--- src/rtl/seq_divider.sv ---
// Radix-2 restoring divider: one quotient bit per clock through a full-subtractor trial chain.
// Define APPROX_SUB_EN to approximate the low APPROX_BITS bits of the trial subtraction.
module seq_divider #(
    parameter int WIDTH       = 8,
    parameter int APPROX_BITS = 2
) (
    input  logic             clk,
    input  logic             rst_n,
    input  logic             start,
    input  logic [WIDTH-1:0] dividend,
    input  logic [WIDTH-1:0] divisor,
    output logic             busy,
    output logic             done,
    output logic [WIDTH-1:0] quotient,
    output logic [WIDTH-1:0] remainder,
    output logic             div_by_zero
);

    // Handshake: start is sampled only in IDLE; done pulses for one cycle once the
    // result outputs are updated, and a start in that same cycle is accepted.
    localparam int IDX_W = (WIDTH > 2) ? $clog2(WIDTH) : 1;

    typedef enum logic [1:0] {IDLE, CALC, DONE} state_t;

    state_t           state;
    logic [WIDTH-1:0] dvd_q;
    logic [WIDTH-1:0] dvs_q;
    logic [WIDTH-1:0] q_q;
    // The partial remainder's ninth bit only exists inside the shifted trial value;
    // after a restore/accept decision it is always 0, so only WIDTH bits are stored.
    logic [WIDTH-1:0] r_q;
    logic [IDX_W-1:0] idx_q;
    logic             dbz_q;

    logic [WIDTH:0]   shifted;
    logic [WIDTH:0]   subtrahend;
    logic [WIDTH:0]   trial;
    logic             borrow;
    logic             no_borrow;

    always_comb begin
        shifted    = {r_q, dvd_q[idx_q]};
        subtrahend = {1'b0, dvs_q};
        trial      = '0;
        borrow     = 1'b0;
        for (int i = 0; i <= WIDTH; i++) begin
`ifdef APPROX_SUB_EN
            if (i < APPROX_BITS) begin
                trial[i] = shifted[i] ^ subtrahend[i];
            end else begin
                trial[i] = shifted[i] ^ subtrahend[i] ^ borrow;
                borrow   = (~shifted[i] & subtrahend[i]) |
                           (~(shifted[i] ^ subtrahend[i]) & borrow);
            end
`else
            trial[i] = shifted[i] ^ subtrahend[i] ^ borrow;
            borrow   = (~shifted[i] & subtrahend[i]) |
                       (~(shifted[i] ^ subtrahend[i]) & borrow);
`endif
        end
        no_borrow = ~borrow;
    end

    always_ff @(posedge clk or negedge rst_n) begin
        if (!rst_n) begin
            state       <= IDLE;
            dvd_q       <= '0;
            dvs_q       <= '0;
            q_q         <= '0;
            r_q         <= '0;
            idx_q       <= '0;
            dbz_q       <= 1'b0;
            busy        <= 1'b0;
            done        <= 1'b0;
            quotient    <= '0;
            remainder   <= '0;
            div_by_zero <= 1'b0;
        end else begin
            done <= 1'b0;
            case (state)
                IDLE: begin
                    if (start) begin
                        dvd_q       <= dividend;
                        dvs_q       <= divisor;
                        idx_q       <= IDX_W'(WIDTH - 1);
                        div_by_zero <= 1'b0;
                        if (divisor == '0) begin
                            q_q   <= '1;
                            r_q   <= dividend;
                            dbz_q <= 1'b1;
                            state <= DONE;
                        end else begin
                            q_q   <= '0;
                            r_q   <= '0;
                            dbz_q <= 1'b0;
                            busy  <= 1'b1;
                            state <= CALC;
                        end
                    end
                end
                CALC: begin
                    r_q        <= no_borrow ? trial[WIDTH-1:0] : shifted[WIDTH-1:0];
                    q_q[idx_q] <= no_borrow;
                    if (idx_q == '0) begin
                        busy  <= 1'b0;
                        state <= DONE;
                    end else begin
                        idx_q <= idx_q - IDX_W'(1);
                    end
                end
                DONE: begin
                    done        <= 1'b1;
                    quotient    <= q_q;
                    remainder   <= r_q;
                    div_by_zero <= dbz_q;
                    state       <= IDLE;
                end
                default: state <= IDLE;
            endcase
        end
    end

endmodule

--- config.mk ---
export PLATFORM = sky130hd
export DESIGN_NAME = seq_divider
export DESIGN_NICKNAME = d
export VERILOG_FILES = /design/src/rtl/seq_divider.sv
export SDC_FILE = /design/constraint.sdc
export NUM_CORES = 1
export LEC_CHECK = 0
export ABC_AREA = 1
export CAP_MARGIN = 20
export CORE_AREA = 2 2 80 82
export DETAILED_ROUTE_END_ITERATION = 7
export DIE_AREA = 0 0 82 84
export PLACE_DENSITY = 0.79
export SYNTH_ARGS = -nofsm -noshare
export SYNTH_HDL_FRONTEND = slang
export SYNTH_SLANG_ARGS = --single-unit
--- constraint.sdc ---
create_clock -name clk -period 4.3 [get_ports clk]
set_input_delay 0.43 -clock clk [delete_from_list [all_inputs] [get_ports clk]]
set_output_delay 0.43 -clock clk [all_outputs]
set_load 0.03 [all_outputs]
==> results.md, run 1 <==
- Status: completed
- CTS tree: built
- Critical R2R Capture: r_q[4]$_DFFE_PN0P_
- Sequential cell fraction of total power: 30.7%
- Worst-case reg-to-reg path depth: 23
- Post-place instance area: 0.00331 mm^2
- Remaining Overflow, GRT: 0
- Worst Setup Start Kind: flop
- F_max: 235 MHz
- WL final: 5.95 mm
- CP endpoint kind: flop
- Total track usage: 19.1%
- Sequential share of the synthesized area: 49.5%
- Syn Area/Cell: 8.60 um^2
- VDD IR max: 0.399 mV
- Clock transition at the registers of the reported paths: 0.06 ns
- R2r startpoint: idx_q[0]$_DFFE_PN0P_
- Clk buf depth: 2
- Max Cap Viol: 0
- R2R Setup Slk: 0.04 ns
- Worst skew pair latency: 0.34 ns
- Vias: 2344
- Worst EP arrival: 4.48 ns
- First-pass GRT wire length: 10.1 mm
- Clock share of power: 17.3%
- DRT iter0 DRCs: 170
- Worst-path fanout max: 7
- Met2 WL post-DR: 2.86 mm
- Vias/cell: 5.06
- Internal power: 0.00172 W
- # IOs: 38
- Wire per inst: 12.8 um
- Post-Layout Inst Area: 0.00358 mm^2
- Die area: 0.00689 mm^2
- IO buf count: 37
- DRT Pass-1 Iters: 4
- Synth Register Bits: 57
- Logic pwr share: 52.0%
- Final #Nets: 410
- Crit path launch: idx_q[0]$_DFFE_PN0P_
- Leakage: 1.71 nW
- DR DRC count: 0
- Core area: 0.00610 mm^2
- NetSw: 0.00129 W
- Cell count after synthesis: 335
- Number of global-route vias before repair: 2201
- Commonest non-fill, non-tap cells in the layout: 115 x nand2_1, 57 x dfrtp_1, 36 x clkdlybuf4s50_1, 25 x inv_1, 25 x o21ai_1
- Final setup fails: 0
- Worst path cell trace: inv_2, nand2_1, nand2_1, nand2_1, nand2_1, nand2_1, nand2_1, inv_1, ha_2, fa_2, fa_2, fa_2, fa_2, fa_2, fa_2, fa_2, buf_4, nand2_4, a21oi_1, o21ai_1, o21ai_1, nand2_1, o21ai_0
- Max stage delay on crit path: 0.40 ns
- Min Tclk post-route: 4.26 ns
- Setup TNS: 0 ns
- Max stage delay cell, worst path: dfrtp_1
- Die Span Y: 84 um
- Pins Over Slew Limit: 0
- Slew HR: 52.7%
- Worst slew pin tran: 0.709 ns
- Synthesized cell area: 0.00288 mm^2
- Syn-to-layout area delta: 24.5%
- Yosys cell types: 26
- Die X: 82 um
- Critical path class: flop to flop
- Final hold violation count: 0
- Yosys warns: 0
- Initial Util: 47.2%
- Antenna viol nets, final: 0
- Wire length on met3: 282 um
- Commonest non-fill, non-tap cell in the layout: nand2_1
- Ant diodes: 0
- M1 WL: 2.69 mm
- Tcrit/Tclk final: 99.1%
- GPL Wtd Cong: 0.844
- Skew final: 0.00486 ns
- Num rows: 29
- Num CTS Buffers: 9
- Uppermost layer routed: met4
- Root buffer cell: clkbuf_8
- HP Class: input port to async pin
- CP required: 4.52 ns
- RSZ-0062 raised after global routing: true
- Htree depth: 3
- Share of cells above drive strength 1: 16.1%
- Initial antenna violation count: 0
- Net Count, Synth: 364
- Detailed placer's ending HPWL: 4.06 mm
- Switching share of total power: 42.8%
- Tot Pwr: 0.00301 W
- PD cells: 840 mW/mm^2
- Clk sink count: 57
- Maximum number of pins on one net before global-route repair: 58
[power groups by stage]
stage                     Combinational [W]  Sequential [W]  Clock (W)
after global routing                0.00176        0.000952   0.000550
after detailed placement            0.00142        0.000930          0
after floorplan                    0.000955         0.00103          0
after CTS                           0.00144        0.000924   0.000528
after global placement              0.00136        0.000925          0
final                               0.00157        0.000925   0.000521
[sequential cells by signal, indices dropped and copies added, names as in the netlist]
register,cells
r_q,8
state,2
dbz_q,1
idx_q,3
div_by_zero,1
busy,1
dvs_q,8
quotient,8
remainder,8
dvd_q,8
q_q,8
done,1
[per-layer routing]
layer  GRT usage, %  vias up
met5              0        -
met4           7.27        0
met3           6.49       12
met2           28.6       58
met1           25.6     1116
li1               -     1158
[through the flow]
| step | setup WS [ns] | instances | utilization, % | hold WS [ns] |
|---|---|---|---|---|
| 6_report | 0.0397 | 463 | 58.8 | 0.225 |
| 5_1_grt | -0.157 | 463 | 58.8 | 0.286 |
| 4_1_cts | 0.0125 | 459 | 57.8 | 0.244 |
| 3_5_place_dp | -0.0325 | 443 | 54.3 | 0.458 |
| 3_3_place_gp | 0.113 | 443 | 54.3 | 0.453 |
| 2_1_floorplan | 0.0299 | 335 | - | 0.134 |
[critical path, delay by kind of cell, from the launching register on]
kind                       cells  cell delay (ns)
AOI/OAI and AO/OA              4             0.30
adders and majority gates      8             2.61
buffers and inverters          3             0.32
DFF                            1             0.40
and+or+nand+nor                8             0.48
[cells by family (layout without fill, tap and decap cells)]
| group | count (synthesis) | count (layout) | synth area share [%] |
|---|---|---|---|
| AOI/OAI and AO/OA | 72 | 72 | 13.7 |
| adders and majority gates | 10 | 10 | 6.17 |
| buffers and inverters | 45 | 95 | 7.69 |
| DFF | 57 | 57 | 49.5 |
| and+or+nand+nor | 151 | 152 | 22.9 |
[synthesized netlist by cell type]
cell type  count  area (um^2)
nand2_4        5         56.3
buf_2          3         15.0
nor2_1        11         41.3
nand2_2        2         12.5
o21ai_1       13         65.1
dfrtp_1       57         1430
nand2_1      115          432
buf_6          2         22.5
o21ai_0       37          185
buf_8          1         15.0
nor2_4         2         22.5
ha_1           3         37.5
fa_1           7          140
buf_4          6         45.0
clkbuf_1       1         3.75
inv_1         27          101
a21oi_1        9         45.0
o21a_1         2         15.0
a31oi_1        5         31.3
inv_2          5         18.8
a21oi_2        2         17.5
nor2_2         1         6.26
nand3_1       10         50.1
o21ai_2        4         35.0
nor3_1         4         20.0
nor2_8         1         20.0
[cell type report]
class                      instances  area [um^2]
clock buffer                      14          173
clock inverter                     2         35.0
fill                             532         2510
inverter                          32          123
multi-input combinational        234         1280
sequential                        57         1430
tap                               77         96.3
timing repair buffer              47          448
[how the worst max path moves through the flow]
| stage | endpoint |
|---|---|
| CTS | r_q[0]$_DFFE_PN0P_ |
| finish | r_q[4]$_DFFE_PN0P_ |
| global route | r_q[2]$_DFFE_PN0P_ |
| floorplan | r_q[6]$_DFFE_PN0P_ |
| global placement | r_q[3]$_DFFE_PN0P_ |
| detailed placement | r_q[0]$_DFFE_PN0P_ |
[what timing repair did]
| action | 4_1_cts | 5_1_grt |
|---|---|---|
| pin swaps | 0 | 1 |
| resized for setup | 1 | 25 |
| cloned | 0 | 1 |
| hold buffers | 0 | 0 |
| setup endpoints to repair | 8 | 16 |
| setup buffers | 0 | 3 |
No activity file was read; power rests on OpenSTA's default activity.
==> run 2: changes to the inputs <==
GPL_TIMING_DRIVEN = 0   (was default)
SETUP_SLACK_MARGIN = 0.4   (was default)
==> run 2 against run 1 <==
- the flow now finishes with violations (negative setup slack)
- first-iteration DRC count up 4.7%
- non-clock buffer count increased by 10
- sequential power hardly changed
- hold slack worse by 0.18 ns
- register-to-register slack got worse by 0.21 ns
- die area stayed put
- clock-buffer cell count shrank 2
- sequential share of layout area fell by 2.0 points
- global-route usage rose by 2.0 points
- final area rose by 5.2%
- routed wire length up 9.6%
==> results.md, run 2 (same netlist as run 1, synthesis figures left out) <==
- Num CTS Buffers: 9 (unchanged)
- Worst-path fanout max: 6 (-1)
- HP Class: input port to async pin
- Wire per inst: 13.8 um (+7.7%)
- PnR worst setup slack: -0.175 ns (-0.215 ns)
- DRT iter0 DRCs: 178 (+4.7%)
- Worst slew pin tran: 0.481 ns (-0.228 ns)
- Commonest non-fill, non-tap cell in the layout: nand2_1
- First-pass GRT wire length: 11.0 mm (+9.5%)
- RSZ-0062 raised after global routing: true
- Htree depth: 3 (unchanged)
- Fillcell total: 518 (-2.6%)
- Skew final: 0.0139 ns (+0.00900 ns)
- Final #Nets: 419 (+2.2%)
- CTS tree: built
- Clk sink count: 57 (unchanged)
- CP required: 4.56 ns (+0.04 ns)
- Worst Setup Start Kind: flop
- Violated checks: negative setup slack
- Crit path launch: idx_q[0]$_DFFE_PN0P_
- Max Cap Viol: 0 (unchanged)
- VDD IR max: 0.420 mV (+5.3%)
- Commonest non-fill, non-tap cells in the layout: 108 x nand2_1, 57 x dfrtp_1, 36 x clkdlybuf4s50_1, 30 x o21ai_1, 23 x inv_1
- GPL Wtd Cong: 0.849 (+0.60%)
- F_max: 223 MHz (-4.8%)
- Hold_buf cts: 0 (unchanged)
- IO buf count: 37 (unchanged)
- CP endpoint kind: flop
- Share of cells above drive strength 1: 21.3% (+5.3 points)
- Die X: 82 um (unchanged)
- Remaining Overflow, GRT: 0 (unchanged)
- Post-place instance area: 0.00340 mm^2 (+2.8%)
- Leakage: 1.77 nW (+3.7%)
- Tcrit/Tclk final: 104% (+5.0 points)
- Initial antenna violation count: 0 (unchanged)
- # IOs: 38 (unchanged)
- Cell mode on critical path: fa_2
- Min Tclk post-route: 4.48 ns (+0.215 ns)
- Die Span Y: 84 um (unchanged)
- Root buffer cell: clkbuf_8
- DRT Pass-1 Iters: 4 (unchanged)
- WL final: 6.52 mm (+9.6%)
- PD cells: 882 mW/mm^2 (+4.9%)
- Core area: 0.00610 mm^2 (unchanged)
- Post-Layout Inst Area: 0.00377 mm^2 (+5.2%)
- Detailed placer's ending HPWL: 4.38 mm (+7.8%)
- Worst-case reg-to-reg path depth: 26 (+13%)
- Antenna viol nets, final: 0 (unchanged)
- Total track usage: 21.1% (+2.0 points)
- Vias: 2381 (+1.6%)
- Worst skew pair latency: 0.33 ns (about the same)
- Status: finished with violations
- Vias/cell: 5.06 (-0.15%)
- Number of global-route vias before repair: 2407 (+9.4%)
- R2r startpoint: idx_q[0]$_DFFE_PN0P_
- DR DRC count: 0 (unchanged)
- Clk buf depth: 2 (unchanged)
- Ant diodes: 0 (unchanged)
- Final setup fails: 16 (+16)
- Worst EP arrival: 4.74 ns (+0.26 ns)
- Slew HR: 67.9% (+15 points)
- Initial Util: 47.2% (unchanged)
- Critical path class: flop to flop
- Tot Pwr: 0.00333 W (+10%)
- Die area: 0.00689 mm^2 (unchanged)
- Max stage delay cell, worst path: dfrtp_1
- Num rows: 29 (unchanged)
- Pins Over Slew Limit: 0 (unchanged)
- Final hold violation count: 0 (unchanged)
- Clock transition at the registers of the reported paths: 0.07 ns (about the same)
- Maximum number of pins on one net before global-route repair: 39 (-33%)
- Max stage delay on crit path: 0.38 ns (-0.02 ns)
- Syn-to-layout area delta: 31.0%
-- run 2: cell types whose count changed in the layout (fill, tap and decap cells not counted), moves of 3 or more --
cell	before	now
nand2_1	115	108
o21ai_1	25	30
a21oi_2	4	7
o21ai_0	23	16
buf_2	1	4
a21oi_1	7	4
buf_12	0	3
nand2_2	1	7
-- run 2: worst max-delay path, delay by kind of cell, from the launching register on --
| family | cells | cell delay [ns] |
|---|---|---|
| AND/OR/NAND/NOR | 9 | 0.61 |
| AO/OA/AOI/OAI | 2 | 0.23 |
| buffers and inverters | 7 | 0.55 |
| adder cells (fa/ha/maj) | 8 | 2.63 |
| flip-flops | 1 | 0.38 |
-- run 2: timing repair --
item,in CTS,in global routing
buffers inserted,5,0
pin swaps,1,1
gates resized for setup,24,15
gates cloned,1,0
setup endpoints to repair,16,16
-- run 2: layout make-up --
| class | instances | area [um^2] | area share, % |
|---|---|---|---|
| repair buffers | 44 | 463 | 12.3 |
| multi-input cells | 233 | 1330 | 35.3 |
| clock buffers | 12 | 145 | 3.85 |
| clock inverters | 3 | 65.1 | 1.72 |
| flip-flops and latches | 57 | 1430 | 37.8 |
| inverters | 32 | 125 | 3.32 |
| well taps | 77 | 96.3 | 2.55 |
| plain buffers | 13 | 119 | 3.15 |
-- run 2: path summary, 6_finish.rpt --
| path | end | slack [ns] |
|---|---|---|
| worst max-delay path | r_q[0]$_DFFE_PN0P_ | -0.18 |
| worst min-delay path | remainder[5]$_DFFE_PN0P_ | 0.04 |
| worst max register to register | r_q[0]$_DFFE_PN0P_ | -0.18 |
| worst min register to register | quotient[6]$_DFFE_PN0P_ | 0.47 |
| max in group asynchronous | done$_DFF_PN0_ | 3.69 |
| min in group clk | quotient[6]$_DFFE_PN0P_ | 0.47 |
-- run 2: stage by stage --
| step | hold WS [ns] | cells | setup TNS [ns] | utilization (%) | setup slack [ns] |
|---|---|---|---|---|---|
| after floorplan | 0.134 | 335 | 0 | - | 0.119 |
| after global placement | 0.453 | 449 | -0.639 | 55.6 | -0.145 |
| after detailed placement | 0.413 | 450 | -1.25 | 55.8 | -0.229 |
| after CTS | 0.0607 | 471 | -0.732 | 61.3 | -0.117 |
| after global routing | 0.0680 | 471 | -3.52 | 61.9 | -0.310 |
| final | 0.0441 | 471 | -1.27 | 61.9 | -0.175 |
-- run 2: layer usage --
metal	global-route usage [%]	part of all wire (%)	vias to the layer above
met4	7.27	2.6	0
met3	6.71	5.6	17
met5	0	0	-
met1	27.4	44	1104
li1	-	-	1180
met2	33.2	48	80
-- run 2: power breakdown --
group	switching, W	internal, W
clock	0.000211	0.000339
sequential	0.000158	0.000768
combinational	0.00105	0.000801
